--- config.mk ---
export PLATFORM = sky130hd
export DESIGN_NAME = jtag_reg_bank_flat
export DESIGN_NICKNAME = d
export VERILOG_FILES = /design/src/rtl/jtag_reg_bank_pkg.sv /design/src/rtl/jtag_reg_bank_if.sv /design/src/rtl/jtag_reg_bank_in_sync.sv /design/src/rtl/jtag_reg_bank.sv /design/src/flat_wrapper.sv
export SDC_FILE = /design/constraint.sdc
export NUM_CORES = 1
export LEC_CHECK = 0
export ABC_AREA = 1
export CORE_MARGIN = 2
export CORE_UTILIZATION = 51
export DETAILED_ROUTE_END_ITERATION = 16
export DONT_BUFFER_PORTS = 1
export GPL_ROUTABILITY_DRIVEN = 0
export PLACE_DENSITY = 0.64
export SYNTH_ARGS = -nofsm -noshare
export SYNTH_HDL_FRONTEND = slang
export SYNTH_HIERARCHICAL = 1
export SYNTH_SLANG_ARGS = --single-unit
--- constraint.sdc ---
create_clock -name CLK25 -period 4.8 [get_ports CLK25]
set_input_delay 0.96 -clock CLK25 [delete_from_list [all_inputs] [get_ports CLK25]]
set_output_delay 0.96 -clock CLK25 [all_outputs]
set_load 0.05 [all_outputs]
--- src/rtl/jtag_reg_bank_pkg.sv ---
// Shared definitions for the JTAG user register bank: FSM state encoding
// and small constant/helper functions used for select decoding and sizing.
// Helper functions operate on vectors up to 32 bits wide, so NREG <= 32.
package jtag_reg_pkg;

   typedef enum logic [0:0] {
      ST_IDLE  = 1'b0,
      ST_ARMED = 1'b1
   } jtag_state_e;

   // Ceiling log2, usable in parameter/localparam expressions.
   function automatic int clog2(input int value);
      int result;
      result = 0;
      for (int i = 0; i < 31; i++) begin
         if ((1 << i) < value) begin
            result = i + 1;
         end
      end
      return result;
   endfunction

   // True when exactly one bit of the vector is set.
   function automatic logic is_onehot(input logic [31:0] vec);
      return (vec != 32'd0) && ((vec & (vec - 32'd1)) == 32'd0);
   endfunction

   // Position of the set bit of a one-hot vector (highest set bit otherwise).
   function automatic int oh_to_idx(input logic [31:0] vec);
      int result;
      result = 0;
      for (int i = 0; i < 32; i++) begin
         if (vec[i]) begin
            result = i;
         end
      end
      return result;
   endfunction

endpackage

--- src/rtl/jtag_reg_bank_if.sv ---
// BSCAN user-port side of the register bank: the JTAG TAP outputs that drive
// the bank and the serial data returned to the TAP.
interface jtag_reg_bank_if #(
   parameter int NREG = 4
);
   logic            DRCK;
   logic            SEL;
   logic [NREG-1:0] FSEL;
   logic            TDI;
   logic            CAPTURE;
   logic            SHIFT;
   logic            UPDATE;
   logic            TDO;

   // The BSCAN primitive (or a bench standing in for it) drives the TAP side.
   modport master (
      output DRCK, SEL, FSEL, TDI, CAPTURE, SHIFT, UPDATE,
      input  TDO
   );

   // The register bank consumes the TAP signals and returns TDO.
   modport slave (
      input  DRCK, SEL, FSEL, TDI, CAPTURE, SHIFT, UPDATE,
      output TDO
   );
endinterface

--- src/rtl/jtag_reg_bank_in_sync.sv ---
// Multi-bit, STAGES-deep flop synchronizer with synchronous active-low reset.
// All bits move together, so signals sampled in the same cycle stay aligned.
module jtag_in_sync #(
   parameter int WIDTH  = 1,
   parameter int STAGES = 2
) (
   input  logic             clk,
   input  logic             rst_n,
   input  logic [WIDTH-1:0] d,
   output logic [WIDTH-1:0] q
);

   logic [WIDTH-1:0] stage_q [STAGES];
   logic [WIDTH-1:0] stage_d [STAGES];

   // Next value of each stage is the previous stage (first stage takes the pin).
   always_comb begin
      stage_d[0] = d;
      for (int i = 1; i < STAGES; i++) begin
         stage_d[i] = stage_q[i-1];
      end
   end

   // Synchronizer chain; cleared by reset so no stale JTAG edge survives it.
   always_ff @(posedge clk) begin
      if (!rst_n) begin
         for (int i = 0; i < STAGES; i++) begin
            stage_q[i] <= '0;
         end
      end else begin
         for (int i = 0; i < STAGES; i++) begin
            stage_q[i] <= stage_d[i];
         end
      end
   end

   assign q = stage_q[STAGES-1];

endmodule

--- src/rtl/jtag_reg_bank.sv ---
// Multi-channel JTAG user write/readback register bank in the CLK25 domain.
// NREG registers of WIDTH bits share one shift register; FSEL picks the
// register. Capture loads readback data from PI, update commits only after
// exactly WIDTH shifted bits. Optional macro JTAG_REG_BANK_TMR_EN triplicates
// the PO storage with 2-of-3 voting.
module jtag_reg_bank
   import jtag_reg_pkg::*;
#(
   parameter int                   NREG        = 4,
   parameter int                   WIDTH       = 16,
   parameter logic [NREG*WIDTH-1:0] DEF_VALUE  = {NREG*WIDTH{1'b0}},
   parameter int                   SYNC_STAGES = 2
) (
   input  logic                  CLK25,
   input  logic                  RST_N,
   jtag_reg_bank_if.slave        jtag,
   input  logic [NREG*WIDTH-1:0] PI,
   output logic [NREG*WIDTH-1:0] PO,
   output logic [NREG-1:0]       UPD_STB,
   output logic                  LEN_ERR
);

   localparam int PW     = NREG * WIDTH;
   localparam int SYNC_W = NREG + 6;
   localparam int IDXW   = (NREG > 1) ? clog2(NREG) : 1;
   localparam int CNTW   = clog2(WIDTH + 2);
   localparam logic [CNTW-1:0] CNT_FULL = CNTW'(WIDTH);
   localparam logic [CNTW-1:0] CNT_SAT  = CNTW'(WIDTH + 1);

   logic [SYNC_W-1:0] sync_in;
   logic [SYNC_W-1:0] sync_out;
   logic              s_drck;
   logic              s_sel;
   logic [NREG-1:0]   s_fsel;
   logic              s_tdi;
   logic              s_capture;
   logic              s_shift;
   logic              s_update;

   assign sync_in = {jtag.DRCK, jtag.SEL, jtag.FSEL, jtag.TDI,
                     jtag.CAPTURE, jtag.SHIFT, jtag.UPDATE};

   jtag_in_sync #(
      .WIDTH  (SYNC_W),
      .STAGES (SYNC_STAGES)
   ) u_in_sync (
      .clk   (CLK25),
      .rst_n (RST_N),
      .d     (sync_in),
      .q     (sync_out)
   );

   assign {s_drck, s_sel, s_fsel, s_tdi, s_capture, s_shift, s_update} = sync_out;

   jtag_state_e       state_q, state_d;
   logic [WIDTH-1:0]  sr_q, sr_d;
   logic [CNTW-1:0]   cnt_q, cnt_d;
   logic [IDXW-1:0]   cidx_q, cidx_d;
   logic              drck_prev_q, drck_prev_d;
   logic              upd_prev_q, upd_prev_d;
   logic [NREG-1:0]   upd_stb_q, upd_stb_d;
   logic              tdo_q, tdo_d;
   logic              len_err_q, len_err_d;
   logic              commit;

   logic              drck_rise;
   logic              upd_rise;
   logic              valid;
   logic [IDXW-1:0]   idx;

   assign drck_rise = s_drck & ~drck_prev_q;
   assign upd_rise  = (s_update & s_sel) & ~upd_prev_q;
   assign valid     = s_sel & is_onehot(32'(s_fsel));
   assign idx       = IDXW'(oh_to_idx(32'(s_fsel)));

   // Transfer sequencing: capture/shift/update decisions and next-state values.
   // An update seen together with a DRCK edge wins and uses the pre-shift data.
   always_comb begin
      state_d     = state_q;
      sr_d        = sr_q;
      cnt_d       = cnt_q;
      cidx_d      = cidx_q;
      len_err_d   = len_err_q;
      upd_stb_d   = '0;
      commit      = 1'b0;
      drck_prev_d = s_drck;
      upd_prev_d  = s_update & s_sel;
      case (state_q)
         ST_IDLE: begin
            if (upd_rise) begin
               len_err_d = 1'b1;
            end else if (drck_rise && s_capture && valid) begin
               sr_d      = PI[idx*WIDTH +: WIDTH];
               cidx_d    = idx;
               cnt_d     = '0;
               len_err_d = 1'b0;
               state_d   = ST_ARMED;
            end
         end
         ST_ARMED: begin
            if (upd_rise) begin
               if (valid && (idx == cidx_q) && (cnt_q == CNT_FULL)) begin
                  commit            = 1'b1;
                  upd_stb_d[cidx_q] = 1'b1;
               end else begin
                  len_err_d = 1'b1;
               end
               state_d = ST_IDLE;
            end else if (drck_rise && s_capture && valid) begin
               sr_d      = PI[idx*WIDTH +: WIDTH];
               cidx_d    = idx;
               cnt_d     = '0;
               len_err_d = 1'b0;
            end else if (drck_rise && s_shift && valid && (idx == cidx_q)) begin
               sr_d  = {s_tdi, sr_q[WIDTH-1:1]};
               cnt_d = (cnt_q == CNT_SAT) ? cnt_q : cnt_q + 1'b1;
            end
         end
         default: begin
            state_d = ST_IDLE;
         end
      endcase
      tdo_d = ((state_q == ST_ARMED) && valid) ? sr_q[0] : 1'b0;
   end

   // Control and shift registers; reset discards any partial transfer.
   always_ff @(posedge CLK25) begin
      if (!RST_N) begin
         state_q     <= ST_IDLE;
         sr_q        <= '0;
         cnt_q       <= '0;
         cidx_q      <= '0;
         drck_prev_q <= 1'b0;
         upd_prev_q  <= 1'b0;
         upd_stb_q   <= '0;
         tdo_q       <= 1'b0;
         len_err_q   <= 1'b0;
      end else begin
         state_q     <= state_d;
         sr_q        <= sr_d;
         cnt_q       <= cnt_d;
         cidx_q      <= cidx_d;
         drck_prev_q <= drck_prev_d;
         upd_prev_q  <= upd_prev_d;
         upd_stb_q   <= upd_stb_d;
         tdo_q       <= tdo_d;
         len_err_q   <= len_err_d;
      end
   end

`ifdef JTAG_REG_BANK_TMR_EN
   (* syn_preserve = 1 *) logic [PW-1:0] po_a_q;
   (* syn_preserve = 1 *) logic [PW-1:0] po_b_q;
   (* syn_preserve = 1 *) logic [PW-1:0] po_c_q;
   logic [PW-1:0] po_vote;
   logic [PW-1:0] po_d;

   assign po_vote = (po_a_q & po_b_q) | (po_a_q & po_c_q) | (po_b_q & po_c_q);

   // Every copy reloads from the vote each cycle, scrubbing single upsets.
   always_comb begin
      po_d = po_vote;
      if (commit) begin
         po_d[cidx_q*WIDTH +: WIDTH] = sr_q;
      end
   end

   // Three identical PO copies.
   always_ff @(posedge CLK25) begin
      if (!RST_N) begin
         po_a_q <= DEF_VALUE;
         po_b_q <= DEF_VALUE;
         po_c_q <= DEF_VALUE;
      end else begin
         po_a_q <= po_d;
         po_b_q <= po_d;
         po_c_q <= po_d;
      end
   end

   assign PO = po_vote;
`else
   logic [PW-1:0] po_q;
   logic [PW-1:0] po_d;

   // PO holds between commits; a commit replaces only the selected slice.
   always_comb begin
      po_d = po_q;
      if (commit) begin
         po_d[cidx_q*WIDTH +: WIDTH] = sr_q;
      end
   end

   // Single PO register.
   always_ff @(posedge CLK25) begin
      if (!RST_N) begin
         po_q <= DEF_VALUE;
      end else begin
         po_q <= po_d;
      end
   end

   assign PO = po_q;
`endif

   assign UPD_STB  = upd_stb_q;
   assign LEN_ERR  = len_err_q;
   assign jtag.TDO = tdo_q;

endmodule
--- src/flat_wrapper.sv ---
// flat-port wrapper written by rule: the top's interface ports become plain ports
module jtag_reg_bank_flat import jtag_reg_pkg::*;
#(
   parameter int                   NREG        = 4,
   parameter int                   WIDTH       = 16,
   parameter logic [NREG*WIDTH-1:0] DEF_VALUE  = {NREG*WIDTH{1'b0}},
   parameter int                   SYNC_STAGES = 2
)
  (CLK25, RST_N, PI, PO, UPD_STB, LEN_ERR, jtag_DRCK, jtag_SEL, jtag_FSEL, jtag_TDI, jtag_CAPTURE, jtag_SHIFT, jtag_UPDATE, jtag_TDO);
  jtag_reg_bank_if #(.NREG(NREG)) jtag_i ();
  input  logic CLK25;
  input  logic RST_N;
  input  logic [NREG*WIDTH-1:0] PI;
  output logic [NREG*WIDTH-1:0] PO;
  output logic [NREG-1:0] UPD_STB;
  output logic LEN_ERR;
  input wire logic [$bits(jtag_i.DRCK)-1:0] jtag_DRCK;
  input wire logic [$bits(jtag_i.SEL)-1:0] jtag_SEL;
  input wire logic [$bits(jtag_i.FSEL)-1:0] jtag_FSEL;
  input wire logic [$bits(jtag_i.TDI)-1:0] jtag_TDI;
  input wire logic [$bits(jtag_i.CAPTURE)-1:0] jtag_CAPTURE;
  input wire logic [$bits(jtag_i.SHIFT)-1:0] jtag_SHIFT;
  input wire logic [$bits(jtag_i.UPDATE)-1:0] jtag_UPDATE;
  output wire logic [$bits(jtag_i.TDO)-1:0] jtag_TDO;
  assign jtag_i.DRCK = jtag_DRCK;
  assign jtag_i.SEL = jtag_SEL;
  assign jtag_i.FSEL = jtag_FSEL;
  assign jtag_i.TDI = jtag_TDI;
  assign jtag_i.CAPTURE = jtag_CAPTURE;
  assign jtag_i.SHIFT = jtag_SHIFT;
  assign jtag_i.UPDATE = jtag_UPDATE;
  assign jtag_TDO = jtag_i.TDO;
  jtag_reg_bank #(.NREG(NREG), .WIDTH(WIDTH), .DEF_VALUE(DEF_VALUE), .SYNC_STAGES(SYNC_STAGES)) u_core (.CLK25(CLK25), .RST_N(RST_N), .jtag(jtag_i), .PI(PI), .PO(PO), .UPD_STB(UPD_STB), .LEN_ERR(LEN_ERR));
endmodule
# [After elaboration in Yosys (flattened, before gate mapping)]
# Memories as Yosys holds them, arrays and structs flattened.
# Index checks and enable logic that the tools add are counted.
# W data, S select, Z words.
[totals] ff_bits=96 memories=1 ramBits=20 output_inout_bits=70
[mem_list] memory="u_core.u_in_sync.stage_q" words=2 width=10 read_ports=2 rd_clocked_by_memory_dff=0 write_ports=2 line="jtag_reg_bank_in_sync.sv:13" rtl="logic [WIDTH-1:0] stage_q [STAGES];"
[classes] add_sub_neg=3 mux=37 n_reduce_logical=17 n_bitwise=11 order_cmp=2 eq_ne=9 shifts=3
[ops] op="$mux W16" count=5
[ops] op="$bwmux W64" count=1
[ops] op="$shift A16 B34 Y64 const A" count=1
[ops] op="$shiftx A16 B34 Y64" count=1
[ops] op="$shiftx A64 B7 Y16" count=1
[ops] op="$neg A6 Y34" count=1
[ops] op="$and A4 B32 Y32" count=1
[ops] op="$logic_not A32 Y1" count=1
[ops] op="$pmux W16 S2" count=1
[ops] op="$mux W5" count=6
[ops] op="$mux W10" count=2
[ops] op="$mux W1" count=14
[ops] op="$eq A5 B5 Y1 const B" count=2
[ops] op="$logic_and A1 B1 Y1" count=10
[ops] op="$pmux W5 S2" count=1
[ops] op="$ne A3 B3 Y1 const B" count=3
[ops] op="$mux W2" count=4
[ops] op="$reduce_and A4 Y1" count=2
[ops] op="$add A5 B1 Y5 const B" count=1
[ops] op="$reduce_and A5 Y1" count=1
[ops] op="$sub A4 B1 Y5 const B" count=1
[ops] op="$and A1 B1 Y1" count=4
[ops] op="$ne A2 B2 Y1 const B" count=2
[ops] op="$not A1 Y1" count=4
[ops] op="9 further kinds" count=12

# [Longest topological paths before layout]
# An unclocked memory read counts as a cell.
[depth] word_depth=12 mapped_depth=13

# [Modules after synthesis]
# The synthesis kept the hierarchy.
[by_module_without_submodules] module="jtag_reg_bank" instances=1 cells_per_inst=935 area_each_um2=5708.0 seq_area_each_um2=1921.8
[by_module_without_submodules] module="jtag_in_sync" instances=1 cells_per_inst=62 area_each_um2=573.0 seq_area_each_um2=400.4

# [Worst setup path after synthesis]
# No wires, ideal clock.
[synth_timing] path_type="input-to-reg" start="input port RST_N" end="register u_core.po_q[48] (netlist: u_core/PO[48])" arrival_time_ns=1.827 path_buffers=3 setup_slack_ns=2.909 required_time_ns=4.736 stages=5 cell_sequence="clkbuf_1 clkbuf_1 buf_1 nand2_1 nor2_1"
[synth_rtl] item="start: declaration" line="flat_wrapper.sv:12" rtl="input logic RST_N;"
[synth_rtl] item="end signal: assignment" line="jtag_reg_bank.sv:199" rtl="po_q <= po_d;"
[synth_rtl] item="end: declaration" line="jtag_reg_bank.sv:183" rtl="logic [PW-1:0] po_q;"

==> impl_metrics.toml <==
[floorplan]
rows = 40
die_y_um = 115
start_util_pct = 52.3
io_pins = 146
die-area_um2 = 13200
core_um2 = 12000
dieWidth_um = 115

[route]
via_per_inst = 4.80
drc_errors = 0
wl_um = 14400
avgRoutedWirePerCell_um = 12.8
firstDrtPassIters = 5
detail-route-antenna-nets = 0
vias = 5398
drt_iter0_drc = 371

[synth]
ys.flop_type = "dfxtp_1"
ys_types = 28
yosysTopAreaCell = "dfxtp_1"
ys_top_cells_by_area = "dfxtp_1, nand2_1, inv_1"
synth_common_cells = "nand2_1, inv_1, dfxtp_1"
async_flop_share_pct = 0
synth_top_area_share_pct = 37.0
synth_most_common_cell = "nand2_1"
ys_seq_area_share_pct = 37.0
synthCells = 997
synth_edf_count = 0
ys_seq_elements = 116
syn_nets = 1084
avgSynthCellArea_um2 = 6.30
ys_warn_count = 6
syn-cell-area_um2 = 6280

[grt]
grt_antenna_before_repair = 0
grt_max_degree = 109
track_usage_pct = 22.3
grt_pass1_wl_um = 23200
grt_pass1_vias = 4707
grt_remaining_overflow = 0

[timing]
whs_ns = 0.408
worst-slew-pin-transition_ns = 0.970
max_freq_mhz = 328
hold_viol = 0
slew_headroom_pct = 35.3
layout_min_cycle_time_ns = 3.05
min_period_over_period_pct = 63.5
setup_viol = 0
finalSetupTns_ns = 0
skew_ns = 0.00833
rsz0062_at_grt = "false"
final_max_slew_viol_count = 0

[job]
max-cap-violations = 0

[place]
port_buffers = 0
place_hpwl_um = 9820
dp_cells = 1093

[cts]
h-tree-depth = 4
cts_sinks = 116
clk_pin_slew_worst_paths_ns = 0.05
cts_resized = 0
root_buffer = "clkbuf_16"
clock_latency_ns = 0.41
cts_tree = "done"
clockBufferDepth = 2
post_cts_buffers = 0
cts-buffers-inserted = 17
ctsHoldBuffers = 0

[hold_path]
hold_class = "register to register"

[setup_path]
crit_fanout = 66
setup.worst_path.start = "u_core/u_in_sync/stage_q[0][16]"
worstRegToRegCells = 11
worst_ep_arrival_time_ns = 3.36
r2r-start = "u_core/u_in_sync/stage_q[0][16]"
cp_data_required_time_ns = 5.11
critPathLaunchType = "register"
ff2ff_setup_slack_ns = 1.75
setup.worst_path.end = "u_core/PO[5]"
cp-end-kind = "register"
path_class = "register to register"
rr_endpoint = "u_core/PO[5]"

[cells_and_area]
nNetsFinal = 1052
final_cells = 1124
drive_above_1_share_pct = 5.02
diodes = 0
area_growth_pct = 6.65
utilization_pct = 55.8
fillCellCount = 1246

[power]
power_density_nw_per_um2 = 326
ir_drop_uv = 211
power.leakage_nw = 3.25

[status]
status = "complete, no violations"
layout make-up:
class	instances	area, um^2	area share (%)
repair buffers	5	37.5	0.560
inverters	220	826	12.3
clock buffers	22	474	7.08
multi-input cells	605	2800	41.8
well taps	147	184	2.75
flip-flops and latches	116	2320	34.7
clock inverters	9	56.3	0.840
flip-flops by register name, indices dropped and copies added (netlist names):
name	cells
u_core/upd_prev_q	1
u_core/LEN_ERR	1
u_core/sr_q	16
u_core/cnt_q	5
u_core/jtag.TDO	1
u_core/u_in_sync/stage_q	20
u_core/state_q	1
u_core/PO	64
u_core/drck_prev_q	1
u_core/UPD_STB	4
u_core/cidx_q	2
critical path, cell delays in order, from the launching register on:
cell,delay (ns)
dfxtp_1,0.35
inv_2,0.07
nand2_2,0.08
nand2_2,0.52
nand2_1,0.23
nand2_1,0.07
nor2_1,0.15
and3_2,0.86
buf_4,0.35
nand3_1,0.12
nand2_1,0.09
nor2_1,0.04
through the flow:
step / area, um^2 / power, mW / setup WS [ns]
detailed placement: 6170 / 1.08 / 1.78
CTS: 6700 / 2.21 / 1.77
finish: 6700 / 2.18 / 1.75
global route: 6700 / 2.27 / 1.36
global placement: 6170 / 1.08 / 1.86
floorplan: 6280 / 1.08 / 2.91
metal layers:
metal	wire (um)	GRT usage, %	share of wire, %
met4	293	9.24	2.0
met1	6530	28.9	45
met5	0	0	0
met2	6700	35.7	47
met3	855	5.32	5.9
cell usage in the layout, fill, tap and decap left out, types with 3 or more instances in the layout:
cell | Yosys | layout
buf_4 | 1 | 5
nand2_4 | 5 | 5
clkbuf_16 | 0 | 17
a21oi_1 | 41 | 41
nand2_1 | 275 | 274
ha_1 | 11 | 11
nand2_2 | 2 | 3
nand3b_1 | 17 | 17
clkbuf_8 | 0 | 3
clkinv_2 | 0 | 5
dfxtp_1 | 116 | 116
nand3_1 | 94 | 94
clkinvlp_4 | 0 | 3
inv_1 | 218 | 218
o211ai_1 | 16 | 16
nor2_1 | 98 | 98
o21ai_0 | 34 | 34
xor2_1 | 3 | 3
how the worst min path moves through the flow:
stage                                         startpoint                               to  slack, ns  cells after the start
final                     u_core/u_in_sync/stage_q[0][8]  u_core/u_in_sync/stage_q[0][18]       0.41                      2
after global placement    u_core/u_in_sync/stage_q[0][8]  u_core/u_in_sync/stage_q[0][18]       0.39                      2
after floorplan           u_core/u_in_sync/stage_q[0][8]  u_core/u_in_sync/stage_q[0][18]       0.39                      2
after CTS                 u_core/u_in_sync/stage_q[0][8]  u_core/u_in_sync/stage_q[0][18]       0.41                      2
after detailed placement  u_core/u_in_sync/stage_q[0][8]  u_core/u_in_sync/stage_q[0][18]       0.40                      2
after global routing      u_core/u_in_sync/stage_q[0][8]  u_core/u_in_sync/stage_q[0][18]       0.42                      2
power breakdown:
part / internal, mW / total (mW) / switching (mW) / leakage (nW)
Sequential: 0.972 / 0.976 / 0.00399 / 0.938
Clock: 0.691 / 1.12 / 0.431 / 0.258
Combinational: 0.0328 / 0.0866 / 0.0538 / 2.05
kinds of logic after synthesis:
group / synth area share (%)
buffers and inverters: 18.5
AO/OA/AOI/OAI: 8.03
XOR/XNOR: 0.418
AND/OR/NAND/NOR: 33.9
flip-flops: 37.0
adder cells (fa/ha/maj): 2.19
Note: power is estimated with default switching activity, not from simulation.
